## config.mk

```make
export PLATFORM = sky130hd
export DESIGN_NAME = instr_receive
export DESIGN_NICKNAME = d
export VERILOG_FILES = /design/src/rtl/instr_receive_pkg.sv /design/src/rtl/instr_receive_rx_buf.sv /design/src/rtl/instr_receive.sv
export SDC_FILE = /design/constraint.sdc
export NUM_CORES = 1
export LEC_CHECK = 0
export ABC_CLOCK_PERIOD_IN_PS = 6900
export BUFFER_PORTS_ARGS = -buffer_cell sky130_fd_sc_hd__buf_4
export CORE_MARGIN = 8
export CORE_UTILIZATION = 58
export DETAILED_ROUTE_END_ITERATION = 8
export PLACE_DENSITY = 0.84
export SYNTH_ARGS = -nofsm -noshare
export SYNTH_HDL_FRONTEND = slang
export SYNTH_SLANG_ARGS = --single-unit
```

## constraint.sdc

```tcl
create_clock -name r_clk -period 6.9 [get_ports r_clk]
set_clock_uncertainty 0.05 [all_clocks]
set_input_delay 0.69 -clock r_clk [delete_from_list [all_inputs] [get_ports r_clk]]
set_output_delay 0.69 -clock r_clk [all_outputs]
set_load 0.03 [all_outputs]
```

## src/rtl/instr_receive_pkg.sv

```systemverilog
// Definitions shared by the instruction receiver and its transmitter peer:
// receiver state encodings and the default instruction word width.
package instr_receive_pkg;

    localparam int IWIDTH_DEF = 32;

    typedef enum logic [1:0] {
        RX_IDLE = 2'd0,
        RX_LOAD = 2'd1,
        RX_DONE = 2'd2
    } rx_state_t;

endpackage

```

## src/rtl/instr_receive_rx_buf.sv

```systemverilog
// DEPTH x IWIDTH instruction buffer: synchronous write port, registered read
// port that returns zero for entries at or beyond the current word count.
module rx_buf
    import instr_receive_pkg::*;
#(
    parameter int IWIDTH = IWIDTH_DEF,
    parameter int DEPTH  = 2,
    parameter int AWIDTH = (DEPTH > 1) ? $clog2(DEPTH) : 1,
    parameter int CWIDTH = $clog2(DEPTH + 1)
) (
    input  logic              r_clk,
    input  logic              r_rst,
    input  logic              we,
    input  logic [AWIDTH-1:0] waddr,
    input  logic [IWIDTH-1:0] wdata,
    input  logic              rd,
    input  logic [AWIDTH-1:0] raddr,
    input  logic [CWIDTH-1:0] count,
    output logic [IWIDTH-1:0] rdata,
    output logic              rvalid
);

    logic [IWIDTH-1:0] mem [DEPTH];
    logic [IWIDTH-1:0] rdata_p0;
    logic              vld_p0;
    logic              rd_in_range;

    // Contents are never cleared; the count alone says which entries are live.
    always_ff @(posedge r_clk) begin
        if (we) begin
            mem[waddr] <= wdata;
        end
    end

    always_comb begin
        rd_in_range = 1'b0;
        if ((CWIDTH'(raddr) < count) && (int'(raddr) < DEPTH)) begin
            rd_in_range = 1'b1;
        end
    end

    // Read stage: one-cycle registered output, old contents on a same-cycle write.
    always_ff @(posedge r_clk) begin
        if (!r_rst) begin
            rdata_p0 <= '0;
            vld_p0   <= 1'b0;
        end else begin
            vld_p0 <= rd;
            if (rd) begin
                rdata_p0 <= rd_in_range ? mem[raddr] : '0;
            end
        end
    end

    assign rdata  = rdata_p0;
    assign rvalid = vld_p0;

endmodule

```

## src/rtl/instr_receive.sv

```systemverilog
// Instruction receiver: requests a load from the transmitter, captures acked
// words until 'last' or overflow, then exposes them through rx_buf.
module instr_receive
    import instr_receive_pkg::*;
#(
    parameter int IWIDTH = IWIDTH_DEF,
    parameter int DEPTH  = 2,
    parameter int AWIDTH = (DEPTH > 1) ? $clog2(DEPTH) : 1,
    parameter int CWIDTH = $clog2(DEPTH + 1)
) (
    input  logic              r_clk,
    input  logic              r_rst,
    input  logic              r_i_start,
    output logic              r_o_syn,
    input  logic [IWIDTH-1:0] r_i_instr,
    input  logic              r_i_last,
    input  logic              r_i_ack,
    input  logic              r_i_rd,
    input  logic [AWIDTH-1:0] r_i_raddr,
    output logic [IWIDTH-1:0] r_o_rdata,
    output logic              r_o_rvalid,
    output logic [CWIDTH-1:0] r_o_count,
    output logic              r_o_done,
    output logic              r_o_err
);

    rx_state_t         state_q, state_d;
    logic [CWIDTH-1:0] count_q, count_d;
    logic              done_q, done_d;
    logic              err_q, err_d;
    logic              syn_q;
    logic              we;

    always_ff @(posedge r_clk) begin
        if (!r_rst) begin
            state_q <= RX_IDLE;
            count_q <= '0;
            done_q  <= 1'b0;
            err_q   <= 1'b0;
            syn_q   <= 1'b0;
        end else begin
            state_q <= state_d;
            count_q <= count_d;
            done_q  <= done_d;
            err_q   <= err_d;
            syn_q   <= (state_d == RX_LOAD);
        end
    end

    always_comb begin
        state_d = state_q;
        count_d = count_q;
        done_d  = done_q;
        err_d   = err_q;
        we      = 1'b0;
        unique case (state_q)
            RX_IDLE, RX_DONE: begin
                if (r_i_start) begin
                    state_d = RX_LOAD;
                    count_d = '0;
                    done_d  = 1'b0;
                    err_d   = 1'b0;
                end
            end
            RX_LOAD: begin
                if (r_i_ack) begin
                    // A full buffer drops the word even if it is flagged last.
                    if (count_q == CWIDTH'(DEPTH)) begin
                        err_d   = 1'b1;
                        done_d  = 1'b1;
                        state_d = RX_DONE;
                    end else begin
                        we      = 1'b1;
                        count_d = count_q + 1'b1;
                        if (r_i_last) begin
                            done_d  = 1'b1;
                            state_d = RX_DONE;
                        end
                    end
                end
            end
            default: begin
                state_d = RX_IDLE;
            end
        endcase
    end

    rx_buf #(
        .IWIDTH (IWIDTH),
        .DEPTH  (DEPTH),
        .AWIDTH (AWIDTH),
        .CWIDTH (CWIDTH)
    ) u_rx_buf (
        .r_clk  (r_clk),
        .r_rst  (r_rst),
        .we     (we),
        .waddr  (AWIDTH'(count_q)),
        .wdata  (r_i_instr),
        .rd     (r_i_rd),
        .raddr  (r_i_raddr),
        .count  (count_q),
        .rdata  (r_o_rdata),
        .rvalid (r_o_rvalid)
    );

    assign r_o_syn   = syn_q;
    assign r_o_count = count_q;
    assign r_o_done  = done_q;
    assign r_o_err   = err_q;

endmodule

```

== Word-level counts from Yosys, hierarchy flattened ==
Memories as Yosys holds them, arrays and structs flattened.
Index checks and enable logic that the tools add are counted.

* Add/sub/neg operators: 1
* Magnitude comparators: 1
* Equal/unequal tests: 9
* Muxes and demuxes: 24
* Reduce and logical (&&, ||, !) cells: 6

{| class="wikitable"
|+ Operators with widths
! kind !! number
|-
| $mux 32 || 1
|-
| $mux 2 || 7
|-
| $mux 1 || 12
|-
| $reduce_and 4->1 || 3
|-
| $ne 2x2->1 const B || 4
|-
| $pmux 2 s2 || 2
|-
| $eq 2x1->1 const B || 2
|-
| $eq 2x2->1 const B || 2
|-
| $pmux 1 s2 || 2
|-
| $ne 3x3->1 const B || 1
|-
| $add 2x1->2 const B || 1
|-
| $logic_not 2->1 || 1
|-
| $lt 1x2->1 || 1
|-
| $reduce_bool 2->1 || 1
|-
| $reduce_or 2->1 || 1
|}

* Bits in registers: 40
* Memory bits (writable): 64
* Bits of input ports: 39
* Output and inout port bits: 38
* Memories: 1

{| class="wikitable"
|+ Memories
! memory !! depth !! bits a word !! rd ports !! clocked after Yosys merged registers in !! write ports !! RTL line !! text
|-
| u_rx_buf.mem || 2 || 32 || 1 || 0 || 1 || instr_receive_rx_buf.sv:23 || <nowiki>logic [IWIDTH-1:0] mem [DEPTH];</nowiki>
|}

== Depth between registers and ports, before layout ==
Gate-level depths: netlist of the first run.

* Depth after elaboration: 6
* Depth in mapped cells: 6

== Modules after synthesis ==
From an unflattened synthesis of the first run, not the netlist that was laid out.

* Cells, all modules: 244
* Area total of the unflattened synthesis: 3739.8 um^2

{| class="wikitable"
|+ Modules (own cells, without submodules)
! module !! times used !! cells each !! area each (um^2)
|-
| rx_buf || 1 || 210 || 3397.0
|-
| instr_receive || 1 || 34 || 342.8
|}

== Worst setup path after synthesis of the first run ==
No wires, ideal clock.

* Path type: flip-flop to flip-flop
* From: register count_q[1] (netlist: r_o_count[1])
* To: memory u_rx_buf.mem[0][0] in the netlist's numbering (enable)
* Library setup time: 421 ps
* Data arrival time: 2324 ps
* Data required time: 6429 ps
* Path slack: 4105 ps
* Cell stages (with the launch flop): 4
* Buffers on the path: 0
* Cell sequence: dfxtp_1 -> ha_1 -> nand4bb_1 -> nor2_1

* Longest elaborated chain between the ends: 6

{| class="wikitable"
|+ RTL lines
! element !! RTL line !! text
|-
| start, declared || instr_receive.sv:28 || <nowiki>logic [CWIDTH-1:0] count_q, count_d;</nowiki>
|-
| start signal, assigned || instr_receive.sv:43 || <nowiki>count_q <= count_d;</nowiki>
|-
| $eq 2x2->1 || instr_receive.sv:68 || <nowiki>if (count_q == CWIDTH'(DEPTH)) begin</nowiki>
|-
| $mux 1 || instr_receive.sv:68 ||
|-
| $mux 1 || instr_receive.sv:66 || <nowiki>if (r_i_ack) begin</nowiki>
|-
| $mux 1 || instr_receive.sv:56 || <nowiki>unique case (state_q)</nowiki>
|-
| $mux 1 || instr_receive_rx_buf.sv:30 || <nowiki>if (we) begin</nowiki>
|-
| $mux 1 (implied by the code) || instr_receive_rx_buf.sv:31 || <nowiki>mem[waddr] <= wdata;</nowiki>
|-
| end, declared || instr_receive_rx_buf.sv:23 ||
|}

Every way passes these cells.

== Worst setup path after layout of the first run ==
* From: register count_q[0] (netlist: r_o_count[0])
* To: memory u_rx_buf.mem[1][24] in the netlist's numbering (enable)

* Longest elaborated chain between the ends: 6

{| class="wikitable"
|+ RTL lines
! element !! RTL line
|-
| $eq 2x2->1 || instr_receive.sv:68
|-
| $mux 1 || instr_receive.sv:68
|-
| $mux 1 || instr_receive.sv:66
|-
| $mux 1 || instr_receive.sv:56
|-
| $mux 1 || instr_receive_rx_buf.sv:30
|-
| $mux 1 (implied by the code) || instr_receive_rx_buf.sv:31
|}

Parallel ways exist; a longest one is shown, timed or not.

==> flow_summary.json, run 1 <==
{
  "yosysMostFrequentCell": "edfxtp_1",
  "globalplace.congestion": 0.729,
  "die_x_microns": 96.6,
  "power_per_cell_area_nw_per_um2": 241,
  "cts_made_buffers": 9,
  "io_buffer_count": 76,
  "finalSetupTns_ns": 0,
  "dr_total_vias": 2095,
  "grt_max_degree": 34,
  "synthAdderAreaFrac_pct": 0.332,
  "routed_via_density": 5.24,
  "final-max-slew-violation-count": 0,
  "async_flop_share_pct": 0,
  "worst_ir_drop_vdd_mv": 0.155,
  "hold_viol_final": 0,
  "layout_setup_ws_ns": 4.47,
  "drv_cap": 0,
  "drive_above_1_share_pct": 39.6,
  "endpoint_kind": "register",
  "dp_worst_setup_slack_ns": 4.48,
  "grt_remaining_overflow": 0,
  "path_class": "register to register",
  "synth_common_cells": "64 x edfxtp_1, 40 x dfxtp_1, 35 x nand2_1, 32 x mux2i_1, 30 x o21ai_2",
  "report.final.setup_viol": 0,
  "synth_cells": 242,
  "fin_nets": 358,
  "finalCritPeriodShare_pct": 35.2,
  "dr.pass1.iters": 4,
  "cts.htree.levels": 3,
  "synth-compound-area-share_pct": 9.11,
  "synth_area_leaders": "edfxtp_1 51%, dfxtp_1 21%, mux2i_1 8.5%",
  "synth-xor-area-share_pct": 0,
  "hp-class": "register to register",
  "coreArea_sq_um": 6310,
  "path_clk_slew_ns": 0.09,
  "startpoint_type": "register",
  "post_cts_buffers": 0,
  "min_to": "u_rx_buf.rdata[26]$_SDFFE_PN0P_",
  "clock_sinks": 104,
  "hpwl_microns": 4510,
  "avgSynthCellArea_sq_um": 15.6,
  "n_fill_cell": 448,
  "area_growth_pct": 20.0,
  "fin_area_sq_um": 4520,
  "crit-reg2reg-launch": "r_o_count[0]$_SDFFE_PN0P_",
  "dieHeight_microns": 96.6,
  "critical_path_required_ns": 6.82,
  "postCtsHoldBufs": 0,
  "clk_latency_ns": 0.35,
  "cts_resized": 0,
  "yosysTopAreaCellShare_pct": 51.1,
  "finalCriticalPeriod_ns": 2.43,
  "synth_simple_gate_area_share_pct": 6.32,
  "ys_types": 27,
  "grt_pass1_vias": 2176,
  "cp.arrival_ns": 2.35,
  "hold-path-cell-count": 2,
  "seq_power_share_pct": 62.0,
  "ant_nets": 0,
  "yosysTopAreaCell": "edfxtp_1",
  "start_util_pct": 59.6,
  "tightest_slew_ns": 0.924,
  "ioPinCount": 77,
  "synth_top_family_by_area": "compound AO/OA/AOI/OAI gates",
  "muxShareOfSynthArea_pct": 8.51,
  "synth_flop_cell": "edfxtp_1",
  "grt_pass1_wl_microns": 10100,
  "yosys_warnings": 0,
  "row_count": 29,
  "cts_tree": "built",
  "synth-edff-count": 64,
  "rrSetupSlack_ns": 4.47,
  "cellLeakagePower_nw": 1.77,
  "fmax_mhz": 412,
  "place_area_sq_um": 4340,
  "power_frac_clock_pct": 32.2,
  "antenna_found_initial": 0,
  "drc": 0,
  "die_area_sq_um": 9320,
  "ys_ff_latch": 104,
  "hp-start": "u_rx_buf.rdata[26]$_SDFFE_PN0P_",
  "intPower_w": 0.000865,
  "swShare_pct": 20.7,
  "ys_seq_area_share_pct": 72.3,
  "drt-total-wl_microns": 6550,
  "path_max_fanout": 32,
  "status": "complete, no violations",
  "rsz0062_at_grt": "false",
  "comb_power_share_pct": 5.8,
  "regToRegEndpoint": "u_rx_buf.mem[1][24]$_DFFE_PP_",
  "drt_iter0_drc": 111,
  "syn-num-nets": 282,
  "slew_headroom_pct": 38.3,
  "avgRoutedWirePerCell_microns": 16.4,
  "power_switching_w": 0.000226,
  "reg2regPathDepth": 4,
  "synth_area_sq_um": 3760,
  "num_antenna_cells": 0,
  "clockBufferDepth": 2,
  "grt.total_usage_pct": 14.4,
  "cts-root-buf": "clkbuf_8"
}
-- metal layers --
layer  routed length [microns]  global-route usage, %  vias up
li1                          -                      -     1027
met5                         0                      0        -
met2                      3520                   25.6       49
met4                        81                   6.81        0
met1                      2550                   15.7     1009
met3                       393                   3.71       10
-- layout by cell type (no fill, tap or decap), types with 2 or more instances in the layout --
master	n
a21boi_0	2
buf_4	78
clkbuf_1	2
clkbuf_8	9
clkinv_1	2
clkinv_2	2
dfxtp_1	40
edfxtp_1	64
mux2i_1	32
nand2_1	35
nor2_4	2
nor2b_2	2
nor3b_1	2
o21ai_0	5
o21ai_2	30
-- through the flow --
step	util [%]	instances	power, W	hold WS (ns)
floorplan	-	242	0.000727	0.436
global placement	68.7	384	0.000752	0.389
detailed placement	68.7	384	0.000755	0.398
CTS	71.6	400	0.00110	0.416
global route	71.6	400	0.00113	0.424
finish	71.6	400	0.00109	0.411
-- power groups by stage --
stage                     combinational [W]  clock (W)  sequential (W)
after CTS                         0.0000642   0.000357        0.000676
final                             0.0000632   0.000351        0.000676
after global placement            0.0000625          0        0.000690
after floorplan                   0.0000322          0        0.000694
after detailed placement          0.0000640          0        0.000691
after global routing              0.0000680   0.000386        0.000677
-- worst max-delay path, cell delays in order, from the launching register on --
cell	delay (ns)
dfxtp_1	0.46
inv_1	0.14
ha_1	0.25
nand4bb_1	0.36
nor2_4	0.79
-- cells by family (layout without fill, tap and decap cells) --
family,Yosys count,in the layout
simple gates,50,50
flops,104,104
compound gates,41,41
buf+inv,14,95
fa+ha+maj,1,1
mux,32,32
-- registers in the layout (all words and copies together), names as in the netlist --
| register | count |
|---|---|
| u_rx_buf.mem | 64 |
| state_q | 2 |
| r_o_err | 1 |
| r_o_done | 1 |
| u_rx_buf.rvalid | 1 |
| r_o_syn | 1 |
| u_rx_buf.rdata | 32 |
| r_o_count | 2 |
-- how the worst max path moves through the flow --
stage                         startpoint                             to  slack (ns)  cells after the start
5_1_grt        r_o_count[0]$_SDFFE_PN0P_   u_rx_buf.mem[1][9]$_DFFE_PP_        4.34                      4
6_report       r_o_count[0]$_SDFFE_PN0P_  u_rx_buf.mem[1][24]$_DFFE_PP_        4.47                      4
2_1_floorplan  r_o_count[1]$_SDFFE_PN0P_   u_rx_buf.mem[0][0]$_DFFE_PP_        4.11                      3
3_3_place_gp   r_o_count[0]$_SDFFE_PN0P_  u_rx_buf.mem[1][18]$_DFFE_PP_        4.60                      4
3_5_place_dp   r_o_count[0]$_SDFFE_PN0P_  u_rx_buf.mem[1][18]$_DFFE_PP_        4.48                      4
4_1_cts        r_o_count[0]$_SDFFE_PN0P_   u_rx_buf.mem[1][2]$_DFFE_PP_        4.46                      4
-- area by class of cell --
cell class	instances	area (sq um)	area share, %
Clock buffer	11	131	2.91
Clock inverter	5	47.5	1.05
Inverter	1	3.75	0.0831
Multi-Input combinational cell	124	931	20.6
Sequential cell	104	2720	60.3
Tap cell	77	96.3	2.13
Timing Repair Buffer	78	586	13.0
No activity file was read; power rests on OpenSTA's default activity.
==> run 2, diff against run 1 <==
--- a/config.mk
+++ b/config.mk
@@ -5,12 +5,12 @@
 export SDC_FILE = /design/constraint.sdc
 export NUM_CORES = 1
 export LEC_CHECK = 0
-export ABC_CLOCK_PERIOD_IN_PS = 6900
+export ABC_CLOCK_PERIOD_IN_PS = 2210
 export BUFFER_PORTS_ARGS = -buffer_cell sky130_fd_sc_hd__buf_4
 export CORE_MARGIN = 8
-export CORE_UTILIZATION = 58
+export CORE_UTILIZATION = 48
 export DETAILED_ROUTE_END_ITERATION = 8
-export PLACE_DENSITY = 0.84
+export PLACE_DENSITY = 0.74
 export SYNTH_ARGS = -nofsm -noshare
 export SYNTH_HDL_FRONTEND = slang
 export SYNTH_SLANG_ARGS = --single-unit
==> constraint.sdc (replaced) <==
create_clock -name r_clk -period 2.21 [get_ports r_clk]
set_clock_uncertainty 0.05 [all_clocks]
set_input_delay 0.221 -clock r_clk [delete_from_list [all_inputs] [get_ports r_clk]]
set_output_delay 0.221 -clock r_clk [all_outputs]
set_load 0.03 [all_outputs]
==> run 2 against run 1 <==
- routed wire length grew 4.1%
- global-route usage shrank 1.5 points
- combinational power grew to 4.0 times the previous value
- non-clock buffer count grew 35
- clock power grew to 3.1 times the previous value
- largest power group unchanged
- via count grew 6.6%
- sequential power grew to 3.1 times the previous value
- cell area grew 9.2%
- critical path depth grew 1
- critical path type unchanged
==> flow_summary.json, run 2 (same netlist as run 1, synthesis figures left out) <==
{
  "status": "complete, no violations",
  "worst_ir_drop_vdd_mv": 0.345,
  "grt_pass1_vias": 2361,
  "io_buffer_count": 76,
  "dr.pass1.iters": 4,
  "cts-root-buf": "clkbuf_8",
  "clock_sinks": 104,
  "finalCritPeriodShare_pct": 88.4,
  "hpwl_microns": 4520,
  "path_max_fanout": 32,
  "cts_made_buffers": 9,
  "dr_total_vias": 2233,
  "row_count": 32,
  "cp_slowest_cell": "dfxtp_1",
  "dp_worst_setup_slack_ns": 0.277,
  "top_register": "u_rx_buf.mem",
  "antenna_found_initial": 0,
  "power_per_cell_area_nw_per_um2": 699,
  "grt_remaining_overflow": 0,
  "clockBufferDepth": 2,
  "path_clk_slew_ns": 0.10,
  "ioPinCount": 77,
  "num_antenna_cells": 0,
  "drc": 0,
  "globalplace.congestion": 0.798,
  "slowest_delay_ns": 0.46,
  "hold_viol_final": 0,
  "grt_max_degree": 33,
  "cp.arrival_ns": 1.95,
  "drt_iter0_drc": 68,
  "drive_above_1_share_pct": 36.9,
  "fmax_mhz": 512,
  "power.total_w": 0.00345,
  "rrSetupSlack_ns": 0.26,
  "die_area_sq_um": 10900,
  "final_common_cell": "buf_4",
  "endpoint_kind": "register",
  "startpoint_type": "register",
  "critical_path_required_ns": 2.21,
  "fin_nets": 393,
  "report.final.setup_viol": 0,
  "finalCriticalPeriod_ns": 1.95,
  "cts_tree": "built",
  "post_cts_buffers": 0,
  "final-max-slew-violation-count": 0,
  "cp-startpoint": "r_o_count[0]$_SDFFE_PN0P_",
  "dieHeight_microns": 105,
  "slew_headroom_pct": 76.1,
  "die_x_microns": 105,
  "path_class": "register to register",
  "largest_register_ffs": 64,
  "layout_setup_ws_ns": 0.256,
  "hp-start": "r_i_rd",
  "path_cells": "inv_1, ha_1, nand4bb_1, nor2_4, buf_12",
  "start_util_pct": 49.2,
  "finalSetupTns_ns": 0,
  "cts.htree.levels": 3,
  "rsz0062_at_grt": "false",
  "drv_cap": 0,
  "hp-class": "input port to register",
  "tightest_slew_ns": 0.359,
  "drt-total-wl_microns": 6820,
  "post-route-util_pct": 64.5,
  "routed_via_density": 4.85,
  "coreArea_sq_um": 7650,
  "clk_latency_ns": 0.35,
  "avgRoutedWirePerCell_microns": 14.8,
  "cellLeakagePower_nw": 1.94,
  "grt_pass1_wl_microns": 11300,
  "area_growth_pct": 31.1,
  "layout_common_cells": "78 x buf_4, 64 x edfxtp_1, 40 x dfxtp_1",
  "crit-reg2reg-launch": "r_o_count[0]$_SDFFE_PN0P_",
  "grt.total_usage_pct": 12.9,
  "ant_nets": 0
}
==> run 2: what timing repair did <==
action | 4_1_cts | 5_1_grt
hold buffers | 29 | 3
resized for setup | 0 | 0
endpoints found under the hold margin | 57 | 6
==> run 2: critical path: cells and delay by family, from the launching register on <==
family / cells / cell delay (ns)
fa+ha+maj: 1 / 0.23
flops: 1 / 0.46
buf+inv: 2 / 0.36
simple gates: 2 / 0.55
==> run 2: area by class of cell <==
| class | count | area [sq um] |
|---|---|---|
| flip-flops and latches | 104 | 2720 |
| fillers | 567 | 2710 |
| repair buffers | 113 | 966 |
| multi-input cells | 124 | 931 |
| clock buffers | 13 | 160 |
| well taps | 102 | 128 |
| clock inverters | 3 | 23.8 |
| inverters | 1 | 3.75 |
==> run 2: path summary, 6_finish.rpt <==
check | to | depth (start not counted)
max | u_rx_buf.mem[0][22]$_DFFE_PP_ | 5
min | u_rx_buf.rvalid$_SDFF_PN0_ | 2
max reg2reg | u_rx_buf.mem[0][22]$_DFFE_PP_ | 5
min reg2reg | u_rx_buf.rdata[21]$_SDFFE_PN0P_ | 2
==> run 2: report_power, final <==
part	leakage (nW)	switching (W)	internal, W	total, W
sequential	0.904	0.0000131	0.00210	0.00211
clock	0.0933	0.000605	0.000486	0.00109
combinational	0.938	0.000120	0.000131	0.000250
total	1.94	0.000737	0.00271	0.00345
==> run 2: metrics by stage <==
stage	area (sq um)	hold slack (ns)	std cells
6_report	4930	0.0780	460
5_1_grt	4930	0.0518	460
4_1_cts	4900	0.00186	457
3_5_place_dp	4430	0.360	412
3_3_place_gp	4430	0.356	412
2_1_floorplan	3770	0.270	242
==> run 2: metal layers <==
layer | vias to the layer above | wire length, microns | GRT usage, %
met5 | - | 0 | 0
met4 | 0 | 108 | 5.17
met3 | 11 | 315 | 4.05
met2 | 57 | 3460 | 21.9
met1 | 1057 | 2930 | 14.9
li1 | 1108 | - | -
